## src/rtl/midi_pkg.sv

```systemverilog
// Shared MIDI constants: status byte ranges, event type codes and parser FSM states.
// Used by the UART receiver, the message parser and the voice allocator.
package midi_pkg;

    localparam logic [7:0] VOICE_MIN = 8'h80;
    localparam logic [7:0] SYSEX     = 8'hF0;
    localparam logic [7:0] RT_MIN    = 8'hF8;

    localparam logic [2:0] EVT_NOTE_OFF   = 3'd0;
    localparam logic [2:0] EVT_NOTE_ON    = 3'd1;
    localparam logic [2:0] EVT_POLY_AT    = 3'd2;
    localparam logic [2:0] EVT_CC         = 3'd3;
    localparam logic [2:0] EVT_PROG       = 3'd4;
    localparam logic [2:0] EVT_CHAN_AT    = 3'd5;
    localparam logic [2:0] EVT_PITCH_BEND = 3'd6;

    typedef enum logic [1:0] {
        StIdle   = 2'd0,
        StWaitD1 = 2'd1,
        StWaitD2 = 2'd2,
        StSysex  = 2'd3
    } midi_state_e;

    // Program change and channel aftertouch carry a single data byte.
    function automatic logic is_one_data(input logic [2:0] evt_type);
        return (evt_type == EVT_PROG) || (evt_type == EVT_CHAN_AT);
    endfunction

endpackage

```

## src/rtl/midi_msg_parser_if.sv

```systemverilog
// Event handshake between the MIDI message parser (master) and the voice allocator (slave).
interface midi_msg_parser_if;

    logic       evt_valid;
    logic       evt_ready;
    logic [2:0] evt_type;
    logic [3:0] evt_chan;
    logic [6:0] evt_d1;
    logic [6:0] evt_d2;

    modport master (
        output evt_valid,
        output evt_type,
        output evt_chan,
        output evt_d1,
        output evt_d2,
        input  evt_ready
    );

    modport slave (
        input  evt_valid,
        input  evt_type,
        input  evt_chan,
        input  evt_d1,
        input  evt_d2,
        output evt_ready
    );

endinterface

```

## src/rtl/midi_msg_parser.sv

```systemverilog
// Assembles MIDI channel-voice messages from received bytes (running status, realtime, SysEx).
// Define MIDI_CHAN_FILTER_EN to add rx_chan and drop messages for other channels.
module midi_msg_parser
    import midi_pkg::*;
#(
    parameter bit VEL0_IS_OFF = 1'b1
) (
    input  logic               clk,
    input  logic               reset,
    input  logic [7:0]         rx_data,
    input  logic               rx_ready,
`ifdef MIDI_CHAN_FILTER_EN
    input  logic [3:0]         rx_chan,
`endif
    midi_msg_parser_if.master  evt,
    output logic               evt_ovf,
    input  logic               ovf_clr
);

    midi_state_e state_q, state_d;
    logic [6:0]  status_q, status_d;
    logic [6:0]  d1_q, d1_d;

    logic        msg_done;
    logic        emit;
    logic [2:0]  new_type;
    logic [6:0]  new_d1;
    logic [6:0]  new_d2;

    logic        evt_valid_q;
    logic [2:0]  evt_type_q;
    logic [3:0]  evt_chan_q;
    logic [6:0]  evt_d1_q;
    logic [6:0]  evt_d2_q;
    logic        evt_ovf_q;

    always_ff @(posedge clk or posedge reset) begin
        if (reset) begin
            state_q  <= StIdle;
            status_q <= '0;
            d1_q     <= '0;
        end else begin
            state_q  <= state_d;
            status_q <= status_d;
            d1_q     <= d1_d;
        end
    end

    always_comb begin
        state_d  = state_q;
        status_d = status_q;
        d1_d     = d1_q;
        // Realtime bytes fall through untouched.
        if (rx_ready && (rx_data < RT_MIN)) begin
            if (rx_data[7]) begin
                if (rx_data < SYSEX) begin
                    status_d = rx_data[6:0];
                    state_d  = StWaitD1;
                end else begin
                    status_d = '0;
                    state_d  = (rx_data == SYSEX) ? StSysex : StIdle;
                end
            end else begin
                unique case (state_q)
                    StWaitD1: begin
                        d1_d    = rx_data[6:0];
                        state_d = is_one_data(status_q[6:4]) ? StWaitD1 : StWaitD2;
                    end
                    StWaitD2: state_d = StWaitD1;
                    default:  ;
                endcase
            end
        end
    end

    always_comb begin
        msg_done = rx_ready && !rx_data[7] &&
                   (((state_q == StWaitD1) && is_one_data(status_q[6:4])) ||
                    (state_q == StWaitD2));
        new_type = status_q[6:4];
        new_d1   = (state_q == StWaitD2) ? d1_q : rx_data[6:0];
        new_d2   = (state_q == StWaitD2) ? rx_data[6:0] : 7'd0;
        if (VEL0_IS_OFF && (new_type == EVT_NOTE_ON) && (new_d2 == 7'd0)) begin
            new_type = EVT_NOTE_OFF;
        end
`ifdef MIDI_CHAN_FILTER_EN
        emit = msg_done && (status_q[3:0] == rx_chan);
`else
        emit = msg_done;
`endif
    end

    // One-entry output register; a completion that finds it occupied is dropped and flagged.
    always_ff @(posedge clk or posedge reset) begin
        if (reset) begin
            evt_valid_q <= 1'b0;
            evt_type_q  <= '0;
            evt_chan_q  <= '0;
            evt_d1_q    <= '0;
            evt_d2_q    <= '0;
            evt_ovf_q   <= 1'b0;
        end else begin
            if (emit && (!evt_valid_q || evt.evt_ready)) begin
                evt_valid_q <= 1'b1;
                evt_type_q  <= new_type;
                evt_chan_q  <= status_q[3:0];
                evt_d1_q    <= new_d1;
                evt_d2_q    <= new_d2;
            end else if (evt_valid_q && evt.evt_ready) begin
                evt_valid_q <= 1'b0;
            end
            if (emit && evt_valid_q && !evt.evt_ready) begin
                evt_ovf_q <= 1'b1;
            end else if (ovf_clr) begin
                evt_ovf_q <= 1'b0;
            end
        end
    end

    assign evt.evt_valid = evt_valid_q;
    assign evt.evt_type  = evt_type_q;
    assign evt.evt_chan  = evt_chan_q;
    assign evt.evt_d1    = evt_d1_q;
    assign evt.evt_d2    = evt_d2_q;
    assign evt_ovf       = evt_ovf_q;

endmodule
```

## src/flat_wrapper.sv

```systemverilog
// flat-port wrapper written by rule: the top's interface ports become plain ports
module midi_msg_parser_flat import midi_pkg::*;
#(
    parameter bit VEL0_IS_OFF = 1'b1
)
  (clk, reset, rx_data, rx_ready, evt_ovf, ovf_clr, evt_evt_valid, evt_evt_type, evt_evt_chan, evt_evt_d1, evt_evt_d2, evt_evt_ready);
  midi_msg_parser_if evt_i ();
  input  logic clk;
  input  logic reset;
  input  logic [7:0] rx_data;
  input  logic rx_ready;
  output logic evt_ovf;
  input  logic ovf_clr;
  output wire logic [$bits(evt_i.evt_valid)-1:0] evt_evt_valid;
  output wire logic [$bits(evt_i.evt_type)-1:0] evt_evt_type;
  output wire logic [$bits(evt_i.evt_chan)-1:0] evt_evt_chan;
  output wire logic [$bits(evt_i.evt_d1)-1:0] evt_evt_d1;
  output wire logic [$bits(evt_i.evt_d2)-1:0] evt_evt_d2;
  input wire logic [$bits(evt_i.evt_ready)-1:0] evt_evt_ready;
  assign evt_evt_valid = evt_i.evt_valid;
  assign evt_evt_type = evt_i.evt_type;
  assign evt_evt_chan = evt_i.evt_chan;
  assign evt_evt_d1 = evt_i.evt_d1;
  assign evt_evt_d2 = evt_i.evt_d2;
  assign evt_i.evt_ready = evt_evt_ready;
  midi_msg_parser #(.VEL0_IS_OFF(VEL0_IS_OFF)) u_core (.clk(clk), .reset(reset), .rx_data(rx_data), .rx_ready(rx_ready), .evt(evt_i), .evt_ovf(evt_ovf), .ovf_clr(ovf_clr));
endmodule
```

## config.mk

```make
export PLATFORM = sky130hd
export DESIGN_NAME = midi_msg_parser_flat
export DESIGN_NICKNAME = d
export VERILOG_FILES = /design/src/rtl/midi_pkg.sv /design/src/rtl/midi_msg_parser_if.sv /design/src/rtl/midi_msg_parser.sv /design/src/flat_wrapper.sv
export SDC_FILE = /design/constraint.sdc
export NUM_CORES = 1
export LEC_CHECK = 0
export ABC_AREA = 1
export CAP_MARGIN = 30
export CORE_ASPECT_RATIO = 1.25
export CORE_MARGIN = 4
export CORE_UTILIZATION = 25
export CTS_BUF_LIST = sky130_fd_sc_hd__clkbuf_8
export DETAILED_ROUTE_END_ITERATION = 8
export HOLD_SLACK_MARGIN = 0.06
export PLACE_DENSITY = 0.52
export SYNTH_ARGS = -nofsm -noshare
export SYNTH_HDL_FRONTEND = slang
export SYNTH_SLANG_ARGS = --single-unit
```

## constraint.sdc

```tcl
create_clock -name clk -period 1.6 [get_ports clk]
set_input_delay 0.24 -clock clk [delete_from_list [all_inputs] [get_ports clk]]
set_output_delay 0.24 -clock clk [all_outputs]
set_load 0.005 [all_outputs]
```

# Word-level counts from Yosys, hierarchy flattened
# Cells that the tools add are included.
# totals
word_cells	53
input_bits	13
out_inout_bits	23
reg_bits	39
# classes
muxes	13
magnitude_cmp	2
n_eq_ne	6
reduce_logical	22
bitwise_logic	1
# ops
operator	count
$mux W7	3
$lt A8 B8 Y1 const B	2
$logic_and A1 B1 Y1	9
$eq A8 B8 Y1 const B	1
$mux W2	4
$logic_not A7 Y1	1
$eq A3 B3 Y1 const B	2
$mux W1	4
$pmux W2 S2	1
$reduce_and A2 Y1	2
$reduce_bool A2 Y1	2
$eq A3 B1 Y1 const B	1
$logic_not A1 Y1	3
$logic_or A1 B1 Y1	3
$mux W3	1
$reduce_and A3 Y1	1
$reduce_bool A3 Y1	1
$eq A2 B1 Y1 const B	1
$eq A2 B2 Y1 const B	1
$not A1 Y1	1

# Logic depth before layout (Yosys ltp)
# Gate-level depths: netlist of the first run.
# logic_depth
ltp_word	8
mapped_depth	9
depth_no_buf	8

# Worst setup path before layout of the first run
# No wires, ideal clock.
# synth_timing
path_kind	register -> register
start	register u_core.state_q[0]
end	register u_core.evt_type_q[1] (netlist: u_core.evt.evt_type[1])
path_stages_with_launch	10
setup_slack_ns	0.335
t_required_ns	1.483
arrival_time_ns	1.148
cell_sequence	dfrtp_1 inv_2 nor2_2 nand2_2 nand2_4 nand3_4 buf_6 buf_6 nand2_2 nand2_1
# synth_via
elab_chain_len	5
elab_cells_between_ends	10
cone_classes	eq/ne (2); mux (2); reduce/logical (6)
# synth_lines
element	line_no	rtl
start, declared	midi_msg_parser.sv:20	midi_state_e state_q, state_d;
start signal, assigned	midi_msg_parser.sv:39	state_q <= StIdle;
start signal, assigned	midi_msg_parser.sv:43	state_q <= state_d;
$eq A2 B2 Y1 or $eq A2 B1 Y1 (tied branches)	midi_msg_parser.sv:79, midi_msg_parser.sv:82, midi_msg_parser.sv:78	
$mux W7 or $logic_and A1 B1 Y1 (tied branches)	midi_msg_parser.sv:82, midi_msg_parser.sv:78	
$logic_not A7 Y1 or $logic_or A1 B1 Y1 (tied branches)	midi_msg_parser.sv:83, midi_msg_parser.sv:78	
$logic_and A1 B1 Y1 (on tied branches)	midi_msg_parser.sv:83, midi_msg_parser.sv:77	
$mux W3 or $logic_and A1 B1 Y1 (tied branches)	midi_msg_parser.sv:83, midi_msg_parser.sv:103	
end signal, assigned	midi_msg_parser.sv:105	evt_type_q <= new_type;
end, declared	midi_msg_parser.sv:31	logic [2:0] evt_type_q;
# Parallel ways exist; a longest one is shown, timed or not.
# A chain may end at the register's enable or synchronous reset.

# Worst setup path after layout of the first run
# layout_timing
start	register u_core.evt_d1_q[4] (netlist: u_core.evt.evt_d1[4])
end	output evt_evt_d1[4]
# layout_lines
element	line_no	rtl
start, declared	midi_msg_parser.sv:33	logic [6:0] evt_d1_q;
start signal, assigned	midi_msg_parser.sv:107	evt_d1_q <= new_d1;
end, declared	flat_wrapper.sv:17	output wire logic [$bits(evt_i.evt_d1)-1:0] evt_evt_d1;
# No word-level cell between the ends.

==> report_table.html, run 1 <==
<table>
<tr><th>Metric</th><th>Value</th></tr>
<tr><th colspan="2">Placement</th></tr>
<tr><td>Number of buffer cells added on primary ports</td><td>35</td></tr>
<tr><td>Hpwl dp</td><td>3090 um</td></tr>
<tr><td>Weighted congestion reported at the end of routability-driven placement</td><td>0.707</td></tr>
<tr><td>Post-DP Area</td><td>about 0.0024 mm^2</td></tr>
<tr><th colspan="2">Die</th></tr>
<tr><td>Number of rows created at floorplan</td><td>34</td></tr>
<tr><td>Initial standard-cell utilization of the core</td><td>between 20% and 30%</td></tr>
<tr><td>Number of primary I/O pins</td><td>36</td></tr>
<tr><td>Vertical extent of the die</td><td>just over 100 um</td></tr>
<tr><td>Core area</td><td>between 0.006 and 0.007 mm^2</td></tr>
<tr><td>Horizontal extent of the die</td><td>83.7 um</td></tr>
<tr><td>Die area</td><td>0.00859 mm^2</td></tr>
<tr><th colspan="2">Power</th></tr>
<tr><td>Cell internal pwr</td><td>roughly 2.5 mW</td></tr>
<tr><td>Highest ir drop seen on vdd</td><td>0.398 mV</td></tr>
<tr><td>PD cells</td><td>1500 mW/mm^2</td></tr>
<tr><td>Net switching share of the total power</td><td>approximately a third</td></tr>
<tr><td>Pleak</td><td>around 1.2 nW</td></tr>
<tr><td>Share of power burned in the clock network</td><td>18.1%</td></tr>
<tr><td>Power share of the sequential group</td><td>43.8%</td></tr>
<tr><td>Switching component of the power</td><td>1.18 mW</td></tr>
<tr><td>Combinational share of power</td><td>between 30% and 40%</td></tr>
<tr><th colspan="2">STA</th></tr>
<tr><td>Final clock period utilization by the worst path</td><td>between 80% and 90%</td></tr>
<tr><td>Slew at the pin closest to its max-slew limit</td><td>~0.24 ns</td></tr>
<tr><td>Peak clock frequency supported by timing</td><td>0.713 GHz</td></tr>
<tr><td>Final setup violating endpoints</td><td>0</td></tr>
<tr><td>Final critical path time including I/O delays and setup</td><td>1.40 ns</td></tr>
<tr><td>RSZ-0062 raised after global routing</td><td>no</td></tr>
<tr><td>Post-Route Skew</td><td>around 0.007 ns</td></tr>
<tr><td>Final hold violations</td><td>0</td></tr>
<tr><td>Slew headroom</td><td>a little over four fifths</td></tr>
<tr><td>Max-slew violation count</td><td>0</td></tr>
<tr><td>Worst hold slack across all endpoints</td><td>just over 0.3 ns</td></tr>
<tr><th colspan="2">Clock network</th></tr>
<tr><td>Clock insertion delay at the later pin of the skew report</td><td>about 0.28 ns</td></tr>
<tr><td># H-tree levels</td><td>2</td></tr>
<tr><td>Number of post-CTS setup repair buffers</td><td>0</td></tr>
<tr><td>Count of clock tree sinks</td><td>39</td></tr>
<tr><td>Number of gates resized after CTS</td><td>0</td></tr>
<tr><td>TritonCTS clock tree</td><td>done</td></tr>
<tr><td>Clock-pin slew reported for the worst setup and hold paths after clock tree synthesis</td><td>approximately 0.08 ns</td></tr>
<tr><td>Clock root buffer</td><td>clkbuf_8</td></tr>
<tr><td>Longest Clk Path Bufs</td><td>2</td></tr>
<tr><td>Count of hold-fix buffers inserted at cts</td><td>0</td></tr>
<tr><td>Clock buffers created by TritonCTS</td><td>5</td></tr>
<tr><th colspan="2">Global route</th></tr>
<tr><td>Maximum number of pins on one net before global-route repair</td><td>40</td></tr>
<tr><td>Vias in the first global route</td><td>around 1,500</td></tr>
<tr><td>Antenna violations before repair</td><td>0</td></tr>
<tr><td>Total global-route track usage</td><td>between 10% and 20%</td></tr>
<tr><td>Residual overflow from global routing</td><td>0</td></tr>
<tr><td>Wire length of the first global-routing pass</td><td>7070 um</td></tr>
<tr><th colspan="2">Layout</th></tr>
<tr><td>Layout overhead on the synthesized area</td><td>36.9%</td></tr>
<tr><td>Final layout net count</td><td>between 200 and 300</td></tr>
<tr><td>Fraction of final layout cells with drive strength greater than 1</td><td>16.3%</td></tr>
<tr><td>Area taken by multi-input logic gates</td><td>just under 700 um^2</td></tr>
<tr><td>Final instance area</td><td>between 0.002 and 0.0025 mm^2</td></tr>
<tr><td>Fill cells</td><td>about 760</td></tr>
<tr><td>Sequential standard cell area</td><td>approximately 980 um^2</td></tr>
<tr><td>Antenna diode count</td><td>0</td></tr>
<tr><th colspan="2">Routing</th></tr>
<tr><td>Overall via count from detail_route</td><td>approximately 1,500</td></tr>
<tr><td>Number of detailed-routing iterations run before antenna repair</td><td>4</td></tr>
<tr><td>Post-route ant nets</td><td>0</td></tr>
<tr><td>Via-per-instance ratio</td><td>~4.2</td></tr>
<tr><td>Total length of routed met2 wires</td><td>between 2000 and 2500 um</td></tr>
<tr><td>Total Routed Length</td><td>4160 um</td></tr>
<tr><td>Routed wl met3</td><td>148 um</td></tr>
<tr><td>Detailed-route wire length per cell</td><td>about 12 um</td></tr>
<tr><td>Count of unresolved DRC violations after routing</td><td>0</td></tr>
<tr><td>Wire length on met1</td><td>1890 um</td></tr>
<tr><td>Count of routing violations after the opening detailed-route iteration</td><td>72</td></tr>
<tr><td>Highest routed metal layer</td><td>met4</td></tr>
<tr><th colspan="2">Setup path</th></tr>
<tr><td>Critical Path, Cell by Cell</td><td>clkdlybuf4s50_1</td></tr>
<tr><td>Setup CP Type</td><td>flip-flop to output pin</td></tr>
<tr><td>Start point of the critical path</td><td>u_core.evt.evt_d1[4]$_DFFE_PP0P_</td></tr>
<tr><td>CP Data Required Time</td><td>approximately 1.4 ns</td></tr>
<tr><td>Startpoint Class</td><td>flip-flop</td></tr>
<tr><td>Arrival time reported for the critical path endpoint</td><td>approximately 1.2 ns</td></tr>
<tr><td>Kind of end point of the critical path</td><td>output pin</td></tr>
<tr><td>Worst reg2reg startpoint</td><td>u_core.state_q[0]$_DFFE_PP0P_</td></tr>
<tr><td>Max stage delay on crit path</td><td>between 0.5 and 0.6 ns</td></tr>
<tr><td>Worst path buffer plus inverter count</td><td>1</td></tr>
<tr><td>Highest net fanout along the worst path</td><td>2</td></tr>
<tr><td>Crit-path slowest cell</td><td>clkdlybuf4s50_1</td></tr>
<tr><td>Critical path's top delay family</td><td>buffers and inverters</td></tr>
<tr><th colspan="2">Logic synthesis</th></tr>
<tr><td>Sequential cell area fraction in the yosys report</td><td>between 50% and 60%</td></tr>
<tr><td>Unique masters post-synth</td><td>19</td></tr>
<tr><td>Number of instances in the synthesized netlist</td><td>219</td></tr>
<tr><td>Mean Syn Cell Area</td><td>slightly above 8 um^2</td></tr>
<tr><td>Syn_nets</td><td>232</td></tr>
<tr><td>Leading cell types by count after synthesis</td><td>nand2_1, dfrtp_1, inv_1</td></tr>
<tr><td>Ys Warns</td><td>0</td></tr>
<tr><td>Top post-synthesis cells by area</td><td>dfrtp_1, nand2_1, o21ai_1</td></tr>
<tr><td>Commonest register cell after synthesis</td><td>dfrtp_1</td></tr>
<tr><td>Mapped cell area</td><td>0.00179 mm^2</td></tr>
<tr><td>Cell type contributing the most total cell area after synthesis</td><td>dfrtp_1</td></tr>
<tr><td>Proportion of netlist area held by the largest area contributor</td><td>between 50% and 60%</td></tr>
<tr><td>Share of flip-flops with an asynchronous set or reset after synthesis</td><td>between 90% and 100%</td></tr>
<tr><td>Register bit total from synthesis</td><td>39</td></tr>
<tr><td>Number of flops mapped to enable cells by yosys</td><td>0</td></tr>
<tr><td>Most common cell in the synthesized netlist</td><td>nand2_1</td></tr>
<tr><th colspan="2">Worst hold path</th></tr>
<tr><td>Hold WC Path Type</td><td>input pin to asynchronous set/reset pin</td></tr>
<tr><th colspan="2">Run</th></tr>
<tr><td>Max-cap violation count</td><td>0</td></tr>
<tr><th colspan="2">Run status</th></tr>
<tr><td>Result of the run</td><td>finished, final reports clean</td></tr>
</table>
==> power groups by stage <==
stage	sequential, mW	combinational, mW	clock (mW)
2_1_floorplan	1.63	0.678	0
3_3_place_gp	1.64	1.41	0
4_1_cts	1.62	1.43	0.688
6_report	1.61	1.40	0.665
3_5_place_dp	1.64	1.43	0
5_1_grt	1.66	1.58	0.740
==> layer usage <==
layer	track usage, %	vias to the layer above
li1	-	778
met1	12.7	693
met2	18.1	24
met3	2.00	5
met4	4.46	0
met5	0	-
==> final cells by class <==
cell class,instances,area share [%]
sequential,39,39.8
multi-input combinational,150,27.8
timing repair buffer,51,20.7
tap,90,4.59
inverter,23,3.52
clock buffer,6,3.37
clock inverter,1,0.204
==> cells in the final DEF (no fill, tap or decap) <==
cell / count
buf_4: 13
inv_2: 4
nand2_1: 86
o22ai_1: 1
dfrtp_1: 39
nor2_1: 6
nor2_2: 3
buf_12: 3
o21ai_1: 15
nand4_1: 2
nand3_4: 1
nand2_2: 11
clkinv_2: 1
o21ai_0: 14
nor2_4: 1
clkbuf_8: 6
nand2_4: 1
inv_1: 19
clkdlybuf4s50_1: 35
nand3_1: 9
==> worst register-to-register path, cell delays in order (launching register included) <==
cell	delay, ns
dfrtp_1	0.42
inv_2	0.06
nor2_2	0.13
nand2_2	0.08
nand2_4	0.08
nand3_4	0.08
buf_4	0.22
nand2_1	0.08
o21ai_1	0.06
==> per-stage QoR <==
step / cells / setup TNS, ns / utilization [%] / worst slack, ns / total power, mW
2_1_floorplan: 219 / 0 / - / 0.335 / 2.31
3_3_place_gp: 353 / -0.430 / 33.9 / -0.0709 / 3.05
3_5_place_dp: 353 / -0.567 / 33.9 / -0.0889 / 3.06
4_1_cts: 360 / 0 / 35.2 / 0.177 / 3.74
5_1_grt: 360 / 0 / 35.2 / 0.0433 / 3.98
6_report: 360 / 0 / 35.2 / 0.198 / 3.68
==> kinds of logic (layout without fill, tap and decap cells) <==
| family | count (synthesis) | in the layout | synth area share, % |
|---|---|---|---|
| AND/OR/NAND/NOR | 120 | 120 | 29.6 |
| flip-flops | 39 | 39 | 54.5 |
| AO/OA/AOI/OAI | 30 | 30 | 8.45 |
| buffers and inverters | 30 | 81 | 7.47 |
==> sequential cells by signal (all words and copies together), names as in the netlist <==
name and cells:
u_core.evt.evt_valid 1, u_core.evt.evt_d1 7, u_core.evt.evt_chan 4, u_core.evt.evt_d2 7
u_core.evt_ovf 1, u_core.evt.evt_type 3, u_core.d1_q 7, u_core.state_q 2
u_core.status_q 7
==> worst paths after layout <==
check / to / slack (ns) / depth (start not counted)
worst max-delay path: evt_evt_d1[4] / 0.20 / 1
worst min-delay path: u_core.evt.evt_d2[4]$_DFFE_PP0P_ / 0.30 / 3
worst max register to register: u_core.evt.evt_d2[1]$_DFFE_PP0P_ / 0.29 / 8
worst min register to register: u_core.evt.evt_chan[3]$_DFFE_PP0P_ / 0.47 / 2
max in group asynchronous: u_core.evt.evt_chan[2]$_DFFE_PP0P_ / 1.09 / 3
min in group clk: u_core.evt.evt_chan[3]$_DFFE_PP0P_ / 0.47 / 2
(Power assumes the default switching activity.)
==> run 2: changes to the inputs <==
--- a/config.mk
+++ b/config.mk
@@ -8,12 +8,11 @@
 export ABC_AREA = 1
 export CAP_MARGIN = 30
 export CORE_ASPECT_RATIO = 1.25
-export CORE_MARGIN = 4
-export CORE_UTILIZATION = 25
+export CORE_UTILIZATION = 45
 export CTS_BUF_LIST = sky130_fd_sc_hd__clkbuf_8
 export DETAILED_ROUTE_END_ITERATION = 8
 export HOLD_SLACK_MARGIN = 0.06
-export PLACE_DENSITY = 0.52
+export PLACE_DENSITY = 0.78
 export SYNTH_ARGS = -nofsm -noshare
 export SYNTH_HDL_FRONTEND = slang
 export SYNTH_SLANG_ARGS = --single-unit
==> run 2 against run 1 <==
  * Die area fell by 51%
  * Non-clock buffer count stayed put
  * Sequential power about the same
  * Clock power fell by 7.2%
  * Via count is 0.87% higher
  * Critical path depth unchanged
  * Clock skew is 0.0024 ns lower
  * Routed wire length is 13% lower
  * Design area shrank 3.1%
  * Utilization is 28 points higher
==> report_table.html, run 2 (synthesis results as in run 1) <==
<table>
<tr><th>Metric</th><th>Value</th></tr>
<tr><th colspan="2">Setup path</th></tr>
<tr><td>Critical Path, Cell by Cell</td><td>clkdlybuf4s50_1 (unchanged)</td></tr>
<tr><td>Max stage delay on crit path</td><td>0.52 ns (was 0.51 ns)</td></tr>
<tr><td>Worst path buffer plus inverter count</td><td>1 (unchanged)</td></tr>
<tr><td>Kind of end point of the critical path</td><td>output pin (unchanged)</td></tr>
<tr><td>Reg2reg end</td><td>u_core.evt.evt_d2[3]$_DFFE_PP0P_ (was u_core.evt.evt_d2[1]$_DFFE_PP0P_)</td></tr>
<tr><td>Logic depth of the worst path, buffers included</td><td>1 (unchanged)</td></tr>
<tr><td>Arrival time reported for the critical path endpoint</td><td>1.16 ns (about the same)</td></tr>
<tr><td>CP Data Required Time</td><td>1.36 ns (about the same)</td></tr>
<tr><td>Worst reg2reg startpoint</td><td>u_core.state_q[1]$_DFFE_PP0P_ (was u_core.state_q[0]$_DFFE_PP0P_)</td></tr>
<tr><td>Critical path's top delay family</td><td>buffers and inverters (unchanged)</td></tr>
<tr><td>Crit-path slowest cell</td><td>clkdlybuf4s50_1 (unchanged)</td></tr>
<tr><td>FF-to-FF setup slack</td><td>0.29 ns (about the same)</td></tr>
<tr><td>Setup CP Type</td><td>flip-flop to output pin (unchanged)</td></tr>
<tr><td>Startpoint Class</td><td>flip-flop (unchanged)</td></tr>
<tr><td>Cells on worst reg2reg path</td><td>7 (was 8)</td></tr>
<tr><td>Highest net fanout along the worst path</td><td>2 (unchanged)</td></tr>
<tr><th colspan="2">Placement</th></tr>
<tr><td>Post-DP Area</td><td>0.00229 mm^2 (was 0.00236 mm^2)</td></tr>
<tr><td>Number of buffer cells added on primary ports</td><td>35 (unchanged)</td></tr>
<tr><td>Hpwl dp</td><td>2670 um (was 3090 um)</td></tr>
<tr><td>Placed cell count</td><td>317 (was 353)</td></tr>
<tr><td>Weighted congestion reported at the end of routability-driven placement</td><td>0.783 (was 0.707)</td></tr>
<tr><th colspan="2">Layout</th></tr>
<tr><td>Post-layout util</td><td>62.8% (was 35.2%)</td></tr>
<tr><td>Final instance area</td><td>0.00238 mm^2 (was 0.00245 mm^2)</td></tr>
<tr><td>Antenna diode count</td><td>0 (unchanged)</td></tr>
<tr><td>Most common cell after layout, fill and taps aside</td><td>nand2_1 (unchanged)</td></tr>
<tr><td>Most used cells in the layout excluding fill and tap cells</td><td>nand2_1, dfrtp_1, clkdlybuf4s50_1 (unchanged)</td></tr>
<tr><td>Sequential standard cell area</td><td>976 um^2 (unchanged)</td></tr>
<tr><td>Final layout net count</td><td>283 (unchanged)</td></tr>
<tr><td>Fill cells</td><td>320 (was 762)</td></tr>
<tr><td>Non-filler cells, final</td><td>325 (was 360)</td></tr>
<tr><td>Fraction of final layout cells with drive strength greater than 1</td><td>15.9% (was 16.3%)</td></tr>
<tr><td>Area taken by multi-input logic gates</td><td>682 um^2 (unchanged)</td></tr>
<tr><td>Layout overhead on the synthesized area</td><td>32.6% (was 36.9%)</td></tr>
<tr><th colspan="2">Die</th></tr>
<tr><td>Die area</td><td>0.00424 mm^2 (was 0.00859 mm^2)</td></tr>
<tr><td>Core area</td><td>0.00378 mm^2 (was 0.00698 mm^2)</td></tr>
<tr><td>Number of rows created at floorplan</td><td>25 (was 34)</td></tr>
<tr><td>Horizontal extent of the die</td><td>58.4 um (was 83.7 um)</td></tr>
<tr><td>Vertical extent of the die</td><td>72.6 um (was 103 um)</td></tr>
<tr><td>Number of primary I/O pins</td><td>36 (unchanged)</td></tr>
<tr><td>Initial standard-cell utilization of the core</td><td>47.3% (was 25.7%)</td></tr>
<tr><th colspan="2">Power</th></tr>
<tr><td>Highest ir drop seen on vdd</td><td>0.659 mV (was 0.398 mV)</td></tr>
<tr><td>Pleak</td><td>1.18 nW (about the same)</td></tr>
<tr><td>PD cells</td><td>1520 mW/mm^2 (was 1500 mW/mm^2)</td></tr>
<tr><td>Total chip power</td><td>3.61 mW (was 3.68 mW)</td></tr>
<tr><th colspan="2">Global route</th></tr>
<tr><td>Residual overflow from global routing</td><td>0 (unchanged)</td></tr>
<tr><td>Vias in the first global route</td><td>1,386 (was 1,459)</td></tr>
<tr><td>Antenna violations before repair</td><td>0 (unchanged)</td></tr>
<tr><td>Wire length of the first global-routing pass</td><td>6200 um (was 7070 um)</td></tr>
<tr><td>Met3 Use GR</td><td>4.63% (was 2.00%)</td></tr>
<tr><td>Met1 usage in global routing</td><td>26.1% (was 12.7%)</td></tr>
<tr><td>Total global-route track usage</td><td>19.8% (was 10.4%)</td></tr>
<tr><td>Maximum number of pins on one net before global-route repair</td><td>40 (unchanged)</td></tr>
<tr><td>Routing layer with the top usage in global route</td><td>met2 (unchanged)</td></tr>
<tr><td>GRT met2 Usage</td><td>30.0% (was 18.1%)</td></tr>
<tr><th colspan="2">STA</th></tr>
<tr><td>Max-slew violation count</td><td>0 (unchanged)</td></tr>
<tr><td>RSZ-0062 raised after global routing</td><td>no (unchanged)</td></tr>
<tr><td>Slew headroom</td><td>83.4% (was 83.9%)</td></tr>
<tr><td>Summed negative setup slack over all endpoints</td><td>0 ns (unchanged)</td></tr>
<tr><td>Post-Route Skew</td><td>0.00458 ns (was 0.00694 ns)</td></tr>
<tr><td>Final hold violations</td><td>0 (unchanged)</td></tr>
<tr><td>Final setup violating endpoints</td><td>0 (unchanged)</td></tr>
<tr><td>Final clock period utilization by the worst path</td><td>87.4% (was 87.6%)</td></tr>
<tr><td>Slew at the pin closest to its max-slew limit</td><td>0.249 ns (was 0.239 ns)</td></tr>
<tr><td>Peak clock frequency supported by timing</td><td>0.715 GHz (was 0.713 GHz)</td></tr>
<tr><td>Final critical path time including I/O delays and setup</td><td>1.40 ns (about the same)</td></tr>
<tr><th colspan="2">Clock network</th></tr>
<tr><td>Clock buffers created by TritonCTS</td><td>5 (unchanged)</td></tr>
<tr><td>Clock insertion delay at the later pin of the skew report</td><td>0.28 ns (about the same)</td></tr>
<tr><td>TritonCTS clock tree</td><td>done (unchanged)</td></tr>
<tr><td>Number of gates resized after CTS</td><td>0 (unchanged)</td></tr>
<tr><td>Clock-pin slew reported for the worst setup and hold paths after clock tree synthesis</td><td>0.07 ns (was 0.08 ns)</td></tr>
<tr><td>Number of post-CTS setup repair buffers</td><td>0 (unchanged)</td></tr>
<tr><td>Count of clock tree sinks</td><td>39 (unchanged)</td></tr>
<tr><td>Clock root buffer</td><td>clkbuf_8 (unchanged)</td></tr>
<tr><td># H-tree levels</td><td>2 (unchanged)</td></tr>
<tr><td>Longest Clk Path Bufs</td><td>2 (unchanged)</td></tr>
<tr><td>Count of hold-fix buffers inserted at cts</td><td>0 (unchanged)</td></tr>
<tr><th colspan="2">Routing</th></tr>
<tr><td>Count of unresolved DRC violations after routing</td><td>0 (unchanged)</td></tr>
<tr><td>Overall via count from detail_route</td><td>1,513 (was 1,500)</td></tr>
<tr><td>Number of detailed-routing iterations run before antenna repair</td><td>4 (unchanged)</td></tr>
<tr><td>Detailed-route wire length per cell</td><td>11.1 um (was 11.6 um)</td></tr>
<tr><td>Count of routing violations after the opening detailed-route iteration</td><td>64 (was 72)</td></tr>
<tr><td>Total Routed Length</td><td>3600 um (was 4160 um)</td></tr>
<tr><td>Post-route ant nets</td><td>0 (unchanged)</td></tr>
<tr><td>Via-per-instance ratio</td><td>4.66 (was 4.17)</td></tr>
<tr><th colspan="2">Worst hold path</th></tr>
<tr><td>Hold WC Path Type</td><td>input pin to asynchronous set/reset pin (unchanged)</td></tr>
<tr><th colspan="2">Run</th></tr>
<tr><td>Max-cap violation count</td><td>0 (unchanged)</td></tr>
<tr><th colspan="2">Run status</th></tr>
<tr><td>Result of the run</td><td>finished, final reports clean (unchanged)</td></tr>
</table>
## run 2: cell types whose count changed in the layout (fill, tap and decap cells not counted), sizes merged
cell	delta
inv	+2
clkbuf	-1
## run 2: final cells by class
type	count	area share [%]
Clock buffer	5	2.90
Multi-Input combinational cell	150	28.7
Tap cell	54	2.84
Clock inverter	3	0.527
Inverter	23	3.63
Timing Repair Buffer	51	20.3
Sequential cell	39	41.1
## run 2: metal layers
layer,up-vias,part of all wire [%]
met3,4,4.1
met2,48,50
li1,785,-
met1,676,45
met5,-,0
met4,0,1.7
## run 2: per-stage QoR
stage | setup WS, ns | hold slack [ns]
CTS | 0.189 | 0.305
detailed placement | -0.0643 | 0.462
global placement | 0.00443 | 0.461
floorplan | 0.335 | 0.349
global route | 0.0954 | 0.350
finish | 0.202 | 0.301
## run 2: worst max-delay path by stage
| stage | start | endpoint |
|---|---|---|
| 3_5_place_dp | rx_data[7] | u_core.status_q[5]$_DFFE_PP0P_ |
| 6_report | u_core.evt.evt_d2[6]$_DFFE_PP0P_ | evt_evt_d2[6] |
| 5_1_grt | rx_data[7] | u_core.status_q[5]$_DFFE_PP0P_ |
| 4_1_cts | u_core.evt.evt_d2[6]$_DFFE_PP0P_ | evt_evt_d2[6] |
| 2_1_floorplan | u_core.state_q[0]$_DFFE_PP0P_ | u_core.evt.evt_type[1]$_DFFE_PP0P_ |
| 3_3_place_gp | rx_data[7] | u_core.status_q[6]$_DFFE_PP0P_ |
## run 2: worst reg2reg max path, delay by kind of cell, from the launching register on
kind | cells | cell delay, ns
buffers and inverters | 1 | 0.21
AOI/OAI and AO/OA | 1 | 0.05
DFF | 1 | 0.43
and+or+nand+nor | 5 | 0.52
## run 2: report_power, final
part,internal [mW],switching [mW],leakage [nW]
sequential,1.37,0.234,0.502
combinational,0.777,0.608,0.624
clock,0.293,0.324,0.0505
total,2.44,1.17,1.18
